`src/rtl/mask_load_controller_if.sv`:
```
// ioctl download bus plus mask-ROM / reader port bundle for mask_load_controller.
// master = ioctl host and mask reader side; slave = controller side.
interface mask_load_controller_if #(
  parameter int ADDR_WIDTH = 15
);
  logic                  ioctl_download;
  logic [7:0]            ioctl_index;
  logic                  ioctl_wr;
  logic [15:0]           ioctl_dout;
  logic                  ioctl_wait;
  logic [ADDR_WIDTH-1:0] render_addr;
  logic [ADDR_WIDTH-1:0] rom_addr;
  logic                  rom_wren;
  logic [39:0]           rom_data;
  logic                  render_hold;
  logic                  mask_ready;
  logic [ADDR_WIDTH-1:0] record_count;
  logic [1:0]            load_error;

  modport master (
    output ioctl_download, ioctl_index, ioctl_wr, ioctl_dout, render_addr,
    input  ioctl_wait, rom_addr, rom_wren, rom_data, render_hold, mask_ready,
           record_count, load_error
  );

  modport slave (
    input  ioctl_download, ioctl_index, ioctl_wr, ioctl_dout, render_addr,
    output ioctl_wait, rom_addr, rom_wren, rom_data, render_hold, mask_ready,
           record_count, load_error
  );
endinterface

```
`src/rtl/mask_load_controller.sv`:
```
// Unpacks the 16-bit ioctl stream into 40-bit mask records, writes them to the
// mask ROM and shares the ROM address port with the video-time mask reader.
module mask_load_controller #(
  parameter logic [7:0] MASK_INDEX  = 8'd2,
  parameter int         MAX_RECORDS = 18720,
  parameter int         ADDR_WIDTH  = 15
) (
  input  logic                   clk,
  input  logic                   reset,
  mask_load_controller_if.slave  bus
);

  typedef enum logic [1:0] {IDLE, LOADING, FLUSH, READY} state_t;

  localparam logic [ADDR_WIDTH-1:0] MAX_ADDR = ADDR_WIDTH'(MAX_RECORDS);

  state_t                r_state;
  state_t                w_next_state;
  logic                  r_dl_d;
  logic [15:0]           r_hold;
  logic [1:0]            r_hold_cnt;
  logic [2:0]            r_rec_cnt;
  logic                  r_rom_wren;
  logic                  r_inc_pend;
  logic [39:0]           r_rom_data;
  logic [ADDR_WIDTH-1:0] r_write_addr;
  logic [1:0]            r_load_error;
  logic                  r_mask_ready;

  logic w_start;
  logic w_fall;
  logic w_shift;
  logic w_accept;
  logic w_flush_done;

  assign w_start      = bus.ioctl_download & ~r_dl_d & (bus.ioctl_index == MASK_INDEX);
  assign w_fall       = ~bus.ioctl_download & r_dl_d;
  assign w_shift      = (r_hold_cnt != 2'd0);
  assign w_accept     = (r_state == LOADING) & bus.ioctl_wr & ~w_shift;
  // FLUSH may only conclude once the last record's write and address bump retired.
  assign w_flush_done = (r_state == FLUSH) & ~w_shift & ~r_rom_wren & ~r_inc_pend;

  always_ff @(posedge clk) begin
    if (reset) r_state <= IDLE;
    else       r_state <= w_next_state;
  end

  always_comb begin
    // NOTE: default assigned first so no path through this block infers a latch.
    w_next_state = r_state;
    case (r_state)
      LOADING: if (w_fall)       w_next_state = FLUSH;
      FLUSH:   if (w_flush_done) w_next_state = READY;
      default: ;
    endcase
    if (w_start) w_next_state = LOADING;
  end

  // NOTE: sequential state uses non-blocking assignments only, so every
  // right-hand side below sees the pre-edge register values.
  always_ff @(posedge clk) begin
    if (reset) begin
      r_dl_d       <= 1'b0;
      r_hold       <= '0;
      r_hold_cnt   <= '0;
      r_rec_cnt    <= '0;
      r_rom_wren   <= 1'b0;
      r_inc_pend   <= 1'b0;
      r_rom_data   <= '0;
      r_write_addr <= '0;
      r_load_error <= '0;
      r_mask_ready <= 1'b0;
    end else begin
      r_dl_d     <= bus.ioctl_download;
      r_rom_wren <= 1'b0;
      r_inc_pend <= r_rom_wren;
      if (r_inc_pend) r_write_addr <= r_write_addr + ADDR_WIDTH'(1);

      if (w_start) begin
        r_hold       <= '0;
        r_hold_cnt   <= '0;
        r_rec_cnt    <= '0;
        r_rom_wren   <= 1'b0;
        r_inc_pend   <= 1'b0;
        r_write_addr <= '0;
        r_load_error <= '0;
        r_mask_ready <= 1'b0;
      end else begin
        if (w_accept) begin
          r_hold     <= bus.ioctl_dout;
          r_hold_cnt <= 2'd2;
        end else if (w_shift) begin
          r_rom_data <= {r_hold[7:0], r_rom_data[39:8]};
          r_hold     <= {8'h00, r_hold[15:8]};
          r_hold_cnt <= r_hold_cnt - 2'd1;
          if (r_rec_cnt == 3'd4) begin
            r_rec_cnt <= '0;
            // A full ROM turns further records into an overflow, not a write.
            if (r_write_addr == MAX_ADDR) r_load_error[0] <= 1'b1;
            else                          r_rom_wren      <= 1'b1;
          end else begin
            r_rec_cnt <= r_rec_cnt + 3'd1;
          end
        end

        if (w_flush_done) begin
          if (r_rec_cnt != 3'd0) begin
            r_load_error[1] <= 1'b1;
            r_rec_cnt       <= '0;
          end
          r_mask_ready <= (r_write_addr != '0) && (r_load_error == 2'b00)
                          && (r_rec_cnt == 3'd0);
        end
      end
    end
  end

  assign bus.ioctl_wait   = w_shift;
  assign bus.rom_wren     = r_rom_wren;
  assign bus.rom_data     = r_rom_data;
  assign bus.rom_addr     = (r_state == LOADING || r_state == FLUSH) ? r_write_addr
                                                                     : bus.render_addr;
  assign bus.record_count = r_write_addr;
  assign bus.load_error   = r_load_error;
  assign bus.mask_ready   = r_mask_ready;
  assign bus.render_hold  = ~r_mask_ready;

endmodule
```
`src/flat_wrapper.sv`:
```
// flat-port wrapper written by rule: the top's interface ports become plain ports
module mask_load_controller_flat 
#(
  parameter logic [7:0] MASK_INDEX  = 8'd2,
  parameter int         MAX_RECORDS = 18720,
  parameter int         ADDR_WIDTH  = 15
)
  (clk, reset, bus_ioctl_download, bus_ioctl_index, bus_ioctl_wr, bus_ioctl_dout, bus_render_addr, bus_ioctl_wait, bus_rom_addr, bus_rom_wren, bus_rom_data, bus_render_hold, bus_mask_ready, bus_record_count, bus_load_error);
  mask_load_controller_if #(.ADDR_WIDTH(ADDR_WIDTH)) bus_i ();
  input  logic clk;
  input  logic reset;
  input wire logic [$bits(bus_i.ioctl_download)-1:0] bus_ioctl_download;
  input wire logic [$bits(bus_i.ioctl_index)-1:0] bus_ioctl_index;
  input wire logic [$bits(bus_i.ioctl_wr)-1:0] bus_ioctl_wr;
  input wire logic [$bits(bus_i.ioctl_dout)-1:0] bus_ioctl_dout;
  input wire logic [$bits(bus_i.render_addr)-1:0] bus_render_addr;
  output wire logic [$bits(bus_i.ioctl_wait)-1:0] bus_ioctl_wait;
  output wire logic [$bits(bus_i.rom_addr)-1:0] bus_rom_addr;
  output wire logic [$bits(bus_i.rom_wren)-1:0] bus_rom_wren;
  output wire logic [$bits(bus_i.rom_data)-1:0] bus_rom_data;
  output wire logic [$bits(bus_i.render_hold)-1:0] bus_render_hold;
  output wire logic [$bits(bus_i.mask_ready)-1:0] bus_mask_ready;
  output wire logic [$bits(bus_i.record_count)-1:0] bus_record_count;
  output wire logic [$bits(bus_i.load_error)-1:0] bus_load_error;
  assign bus_i.ioctl_download = bus_ioctl_download;
  assign bus_i.ioctl_index = bus_ioctl_index;
  assign bus_i.ioctl_wr = bus_ioctl_wr;
  assign bus_i.ioctl_dout = bus_ioctl_dout;
  assign bus_i.render_addr = bus_render_addr;
  assign bus_ioctl_wait = bus_i.ioctl_wait;
  assign bus_rom_addr = bus_i.rom_addr;
  assign bus_rom_wren = bus_i.rom_wren;
  assign bus_rom_data = bus_i.rom_data;
  assign bus_render_hold = bus_i.render_hold;
  assign bus_mask_ready = bus_i.mask_ready;
  assign bus_record_count = bus_i.record_count;
  assign bus_load_error = bus_i.load_error;
  mask_load_controller #(.MASK_INDEX(MASK_INDEX), .MAX_RECORDS(MAX_RECORDS), .ADDR_WIDTH(ADDR_WIDTH)) u_core (.clk(clk), .reset(reset), .bus(bus_i));
endmodule
```
`config.mk`:
```
export PLATFORM = sky130hd
export DESIGN_NAME = mask_load_controller_flat
export DESIGN_NICKNAME = d
export VERILOG_FILES = /design/src/rtl/mask_load_controller_if.sv /design/src/rtl/mask_load_controller.sv /design/src/flat_wrapper.sv
export SDC_FILE = /design/constraint.sdc
export NUM_CORES = 1
export LEC_CHECK = 0
export ABC_AREA = 1
export BUFFER_PORTS_ARGS = -buffer_cell sky130_fd_sc_hd__buf_2
export CORE_UTILIZATION = 35
export DETAILED_ROUTE_END_ITERATION = 16
export SYNTH_ARGS = -nofsm -noshare
export SYNTH_HDL_FRONTEND = slang
export SYNTH_SLANG_ARGS = --single-unit
```
`constraint.sdc`:
```
create_clock -name clk -period 2.65 [get_ports clk]
set_input_delay 0.3975 -clock clk [delete_from_list [all_inputs] [get_ports clk]]
set_output_delay 0.3975 -clock clk [all_outputs]
set_load 0.03 [all_outputs]
```
# Yosys cells after proc, flatten, opt, wreduce, memory -nomap -nowiden
# Cells that the tools add are included.
dict set report op_classes {
  n_eq_ne 9
  bitwise_logic 17
  n_reduce_logical 19
  addsub 3
  mux 15
}
# operator n
set op_table {}
lappend op_table {{2-to-1 mux 16 bit} 2}
lappend op_table {{adder 15 x 1 -> 15 bit, second input constant} 1}
lappend op_table {{== test 15 bit, second input constant} 1}
lappend op_table {{2-to-1 mux 15 bit} 1}
lappend op_table {{2-to-1 mux 3 bit} 5}
lappend op_table {{nonzero test 15 bit} 1}
lappend op_table {{inverter 1 bit} 9}
lappend op_table {{AND reduction 3 bit} 3}
lappend op_table {{bitwise AND 1 bit} 8}
lappend op_table {{== test 8 x 2 -> 1 bit, second input constant} 1}
lappend op_table {{2-to-1 mux 2 bit} 4}
lappend op_table {{inequality test 3 x 1 -> 1 bit, second input constant} 2}
lappend op_table {{nonzero test 2 bit} 3}
lappend op_table {{nonzero test 3 bit} 2}
lappend op_table {{OR reduction 5 bit} 1}
lappend op_table {{inequality test 2 x 1 -> 1 bit, second input constant} 2}
lappend op_table {{one-hot mux 2 bit (2 select lines)} 1}
lappend op_table {{AND reduction 4 bit} 1}
lappend op_table {{adder 3 x 1 -> 3 bit, second input constant} 1}
lappend op_table {{== test 3 bit, second input constant} 1}
lappend op_table {{logical NOT 3 bit} 1}
lappend op_table {{OR reduction 3 bit} 1}
lappend op_table {{== test 2 x 1 -> 1 bit, second input constant} 1}
lappend op_table {{== test 2 bit, second input constant} 1}
lappend op_table {{7 further kinds} 9}
dict set report totals {
  word_cells 77
  input_bits 43
  regBits 84
}

# Longest topological paths before layout
# Gate-level depths: netlist of the first run.
dict set report depth {
  word_depth 8
  ltp_mapped 9
}

# Least setup slack after synthesis of the first run
# Ideal clock, no wire load.
dict set report synth_path {
  path_kind {register to output}
  from {reg u_core.r_state[0]}
  to {out bus_rom_addr[10]}
  arrival_time_ns 1.558
  path_slack_ns 0.695
  path_stages_with_launch 5
  path_buffers 1
  cell_sequence {dfxtp_1 > inv_1 > ha_1 > clkbuf_1 > o21ai_0}
}
dict set report synth_between {
  elab_chain_cells 3
}
# element line_no
set synth_rtl {}
lappend synth_rtl {{start: declaration} mask_load_controller.sv:17} ;# state_t r_state;
lappend synth_rtl {{start signal: assignment} mask_load_controller.sv:45} ;# else r_state <= w_next_state;
lappend synth_rtl {{== test 2 x 1 -> 1 bit or == test 2 bit (tied branches)} mask_load_controller.sv:121} ;# assign bus.rom_addr = (r_state == LOADING || r_state == FLUSH) ? r_write_addr
lappend synth_rtl {{logical OR 1 bit *} mask_load_controller.sv:121}
lappend synth_rtl {{2-to-1 mux 15 bit *} mask_load_controller.sv:121}
lappend synth_rtl {{end: declaration} flat_wrapper.sv:18} ;# output wire logic [$bits(bus_i.rom_addr)-1:0] bus_rom_addr;
# Every way passes the cells marked *; elsewhere a longest branch is shown, timed or not.

# Worst setup path after layout of the first run
dict set report layout_path {
  from {reg u_core.r_state[0]}
  to {out bus_rom_addr[5]}
}
# The elaborated chain is that of the path after synthesis.

==> flow_summary.ini, run 1 <==
[global_route]
grt_overflow = 0
grt_use_total = 0.160
antenna_found_initial = 0
grt_pass1_wl_um = 15100
grt_pass1_vias = 3325
grt_max_degree = 83

[timing]
hold_viol = 0
maxSlewViolCount = 0
fin_crit_sh = 0.888
rsz0062_at_grt = no
setup_viol = 0
slew_headroom = 0.476
worst_slew_pin_slew_ns = 0.786
fin_crit_ns = 2.35
max_freq_mhz = 425
finalClockSkew_ns = 0.00833
tns_ns = 0

[floorplan]
die_h_um = 110
fp.dieArea_um2 = 12100
coreArea_um2 = 11400
start_util = 0.358
row_count = 39
ioPinCount = 119
die_w_um = 110

[detailed_routing]
first_pass_iters = 5
wl_per_cell_um = 12.0
first_iter_violations = 242
vias_per_cell = 4.75
drc = 0
vias = 3820
ant_nets = 0
wl_um = 9660

[power_and_ir_drop]
powerDensity_nw_per_um2 = 638
ir_drop_mv = 0.341
p_leak_nw = 2.18

[cells_and_area]
drive_above_1_share = 0.225
layout-area-overhead-vs-synth_pct = 20.1
finalNonFillerCells = 804
n_fill_cell = 1212
nets = 705
n_antenna_cell = 0

[synth]
synth-async-reset-ratio = 0
synthDominantCellAreaShare = 0.413
avgSynthCellArea_um2 = 7.34
synth_largest_area_cell = dfxtp_1
seq_area_frac_synth = 0.413
syn-num-nets = 604
ys_top_cells_by_area = dfxtp_1, nand2_1, a21oi_1
synth_seq_cells = 84
ys_types = 29
synth_ff_type = dfxtp_1
synth_area_um2 = 4070
ys.warnings.count = 0
postSynthCellCount = 555
synth_edf_count = 0

[clock_tree]
clkSlewWorstSetupHoldPaths_ns = 0.06
cts_hold_buf = 0
cts.path.max_buffers = 2
cts_post_setup_buffers_inserted = 0
clock_latency_ns = 0.34
htreeDepth = 3
cts_tree = built
cts_resized = 0
clock-sinks = 84
cts-root-buf = clkbuf_16
cts_made_buffers = 9

[placed_design]
port_buffers = 118
gp_congestion = 0.809
dp_cells = 788
dpl.hpwl_um = 6590

[setup_path]
crit_fanout = 18
startpoint_type = flop
cp_data_arrival_time_ns = 1.96
worst_setup_path_end_kind = primary output
worstPathRequired_ns = 2.25
worst-setup-path-type = reg2out
ff2ff_setup_slack_ns = 0.84

[run_status]
status = complete, no violations

[run]
max-cap-violations = 0

[worst_hold_path]
hold_class = in2reg
Yosys cell counts, types with 6 or more instances:
cell      count
nand4_1       7
ha_1          6
buf_6        18
dfxtp_1      84
nand3_1      17
nand3b_1     40
nor2_1       81
buf_4         6
o21ai_0      17
inv_1        38
buf_2         6
a21oi_1      61
a31oi_1      10
nand2_1     137
xor2_1        6
cell families after synthesis:
| family | synth area share |
|---|---|
| fa+ha+maj | 0.0184 |
| simple gates | 0.330 |
| compound gates | 0.115 |
| buf+inv | 0.108 |
| flops | 0.413 |
| mux | 0.00277 |
| xor+xnor | 0.0129 |
placed cells by master (no fill, tap or decap), types with 2 or more instances in the layout:
cell	count
nand4_1	7
clkbuf_16	9
buf_4	4
nand3_1	17
nand2_1	137
inv_1	38
xor2_1	6
a31oi_1	10
buf_2	118
ha_1	6
nor2_1	81
nor2_2	2
o21ai_0	17
dfxtp_1	84
a21oi_1	61
nand3b_1	40
nor3_1	4
nor2_4	3
state kept, by name, indices dropped and copies added (netlist names):
signal	count
u_core.r_rec_cnt	3
u_core.r_inc_pend	1
u_core.bus.record_count	15
u_core.r_state	2
u_core.bus.load_error	2
u_core.r_hold_cnt	2
u_core.r_dl_d	1
u_core.r_hold	16
u_core.bus.mask_ready	1
u_core.bus.rom_data	40
u_core.bus.rom_wren	1
final timing paths:
check	endpoint	from	depth (start not counted)
setup / recovery	bus_rom_addr[5]	u_core.r_state[0]$_SDFFE_PP0P_	6
hold / removal	u_core.r_dl_d$_SDFF_PP0_	reset	2
setup reg to reg	u_core.r_state[0]$_SDFFE_PP0P_	u_core.r_state[0]$_SDFFE_PP0P_	8
hold reg to reg	u_core.r_hold[12]$_SDFFE_PP0P_	u_core.r_hold[12]$_SDFFE_PP0P_	2
where the power goes:
part,switching [mW],internal [mW],total (mW)
clock network,0.521,0.760,1.28
registers,0.0167,1.29,1.31
logic,0.364,0.166,0.530
total,0.902,2.22,3.12
worst max-delay path, stage by stage, from the launching register on:
cell,delay (ns)
dfxtp_1,0.34
inv_1,0.06
ha_1,0.60
buf_4,0.26
nand2_1,0.06
o21ai_0,0.07
buf_2,0.22
layer usage:
| layer | track usage | share of wire |
|---|---|---|
| met5 | 0 | 0 |
| met4 | 0.0714 | 0.022 |
| met3 | 0.0421 | 0.053 |
| met2 | 0.260 | 0.45 |
| met1 | 0.198 | 0.48 |
final cells by class:
| class | count | area [um2] | share of cell area |
|---|---|---|---|
| Clock inverter | 5 | 60.1 | 0.0123 |
| Clock buffer | 11 | 243 | 0.0497 |
| Timing Repair Buffer | 122 | 621 | 0.127 |
| Multi-Input combinational cell | 398 | 1950 | 0.399 |
| Tap cell | 143 | 179 | 0.0366 |
| Sequential cell | 84 | 1680 | 0.344 |
| Inverter | 41 | 156 | 0.0320 |
through the flow:
stage	utilization	setup WS (ns)	power, mW	instance area [um2]	hold WS [ns]
after CTS	0.430	0.274	3.16	4890	0.271
after detailed placement	0.403	0.658	1.87	4590	0.456
final	0.430	0.297	3.12	4890	0.283
after global routing	0.430	0.108	3.25	4890	0.286
after floorplan	-	0.695	1.73	4070	0.439
after global placement	0.403	0.727	1.86	4590	0.452
Power figures use the tool's default switching activity.
==> inputs of run 2 (changes only) <==
--- a/config.mk
+++ b/config.mk
@@ -7,7 +7,7 @@
 export LEC_CHECK = 0
 export ABC_AREA = 1
 export BUFFER_PORTS_ARGS = -buffer_cell sky130_fd_sc_hd__buf_2
-export CORE_UTILIZATION = 35
+export CORE_UTILIZATION = 40
 export DETAILED_ROUTE_END_ITERATION = 16
 export SYNTH_ARGS = -nofsm -noshare
 export SYNTH_HDL_FRONTEND = slang
==> constraint.sdc (replaced) <==
create_clock -name clk -period 2.4 [get_ports clk]
set_input_delay 0.36 -clock clk [delete_from_list [all_inputs] [get_ports clk]]
set_output_delay 0.36 -clock clk [all_outputs]
set_load 0.03 [all_outputs]
==> flow_summary.ini, run 2 (same netlist as run 1, synthesis figures left out) <==
[run_status]
status = complete, no violations

[clock_tree]
cts-root-buf = clkbuf_8
clock_latency_ns = 0.34
cts_resized = 0
cts_post_setup_buffers_inserted = 0
cts_made_buffers = 9
clock-sinks = 84
cts.path.max_buffers = 2
cts_hold_buf = 0
cts_tree = built
clkSlewWorstSetupHoldPaths_ns = 0.09
htreeDepth = 3

[setup_path]
crit_fanout = 26
critPathMaxStageDelay_ns = 0.36
startpoint_type = flop
path_cells = inv_1 > ha_1 > buf_4 > nand2_1 > o21ai_0 > buf_2
cp_num_buf_inv = 3
worst_setup_path_end_kind = primary output
cp_data_arrival_time_ns = 1.72
crit_family = buffers and inverters
worstPathRequired_ns = 2.04
worst-setup-path-type = reg2out
cp_slowest_cell = ha_1

[floorplan]
ioPinCount = 119
coreArea_um2 = 9820
start_util = 0.415
die_w_um = 103
die_h_um = 103
fp.dieArea_um2 = 10600
row_count = 36

[global_route]
grt_pass1_wl_um = 15200
antenna_found_initial = 0
busiest_layer = met2
grt_use_total = 0.183
grt_pass1_vias = 3262
met3_usage = 0.0380
grtUsageMet1 = 0.248
grt_overflow = 0
grt_max_degree = 83
gr-usage-met2 = 0.292

[detailed_routing]
drc = 0
wl_um = 9420
first_pass_iters = 4
first_iter_violations = 156
wl_per_cell_um = 11.8
vias_per_cell = 4.70
vias = 3742
ant_nets = 0

[cells_and_area]
final_common_cell = nand2_1
n_antenna_cell = 0
largest_reg_flops = 40
drive_above_1_share = 0.229
layout-area-overhead-vs-synth_pct = 18.1
nets = 707
final_cell_mix = nand2_1, buf_2, dfxtp_1
finalNonFillerCells = 796

[timing]
finalClockSkew_ns = 0.0122
tns_ns = 0
hold_viol = 0
max_freq_mhz = 481
worst_slew_pin_slew_ns = 0.463
rsz0062_at_grt = no
fin_crit_sh = 0.866
setup_viol = 0
holdWs_ns = 0.259
fin_crit_ns = 2.08
maxSlewViolCount = 0
slew_headroom = 0.691

[placed_design]
dp_cells = 780
gp_congestion = 0.852
dpl.hpwl_um = 6620
port_buffers = 118

[power_and_ir_drop]
ir_drop_mv = 0.277
p_leak_nw = 2.15
powerDensity_nw_per_um2 = 639

[worst_hold_path]
hold_class = in2reg

[run]
max-cap-violations = 0
==> run 2: per-layer routing <==
layer | part of all wire | wire [um]
met5 | 0 | 0
met1 | 0.50 | 4670
met2 | 0.44 | 4190
met4 | 0.0087 | 82
met3 | 0.051 | 477
==> run 2: layout make-up <==
type,count,area (um2)
fillers,1064,5010
multi-input cells,398,1950
flip-flops and latches,84,1680
repair buffers,124,648
well taps,133,166
inverters,41,156
clock buffers,10,138
clock inverters,6,71.3
==> run 2: power breakdown <==
| part | switching (mW) | total [mW] | internal [mW] |
|---|---|---|---|
| Clock | 0.532 | 1.05 | 0.519 |
| Sequential | 0.0196 | 1.44 | 1.42 |
| Combinational | 0.398 | 0.581 | 0.183 |
==> run 2: final timing paths <==
check                                    start                                  end  slack, ns  cells past startpoint
min                         bus_ioctl_download             u_core.r_dl_d$_SDFF_PP0_       0.26                      3
max             u_core.r_state[0]$_SDFFE_PP0P_                     bus_rom_addr[13]       0.32                      6
min reg2reg     u_core.bus.rom_wren$_SDFF_PP0_         u_core.r_inc_pend$_SDFF_PP0_       0.47                      2
max reg2reg  u_core.r_hold_cnt[0]$_SDFFE_PP0P_  u_core.bus.rom_data[5]$_SDFFE_PP0P_       0.84                      6
==> run 2: through the flow <==
stage	setup WS (ns)	instance area, um2	util	power, mW
finish	0.321	4810	0.490	3.08
CTS	0.296	4810	0.490	3.11
detailed placement	0.676	4600	0.469	2.06
global route	0.172	4810	0.490	3.24
floorplan	0.482	4070	-	1.91
global placement	0.711	4600	0.469	2.05
==> run 2: tightest hold or removal path, stage by stage <==
cell and delay (ns):
buf_2 0.08, inv_1 0.06, nor2_1 0.07
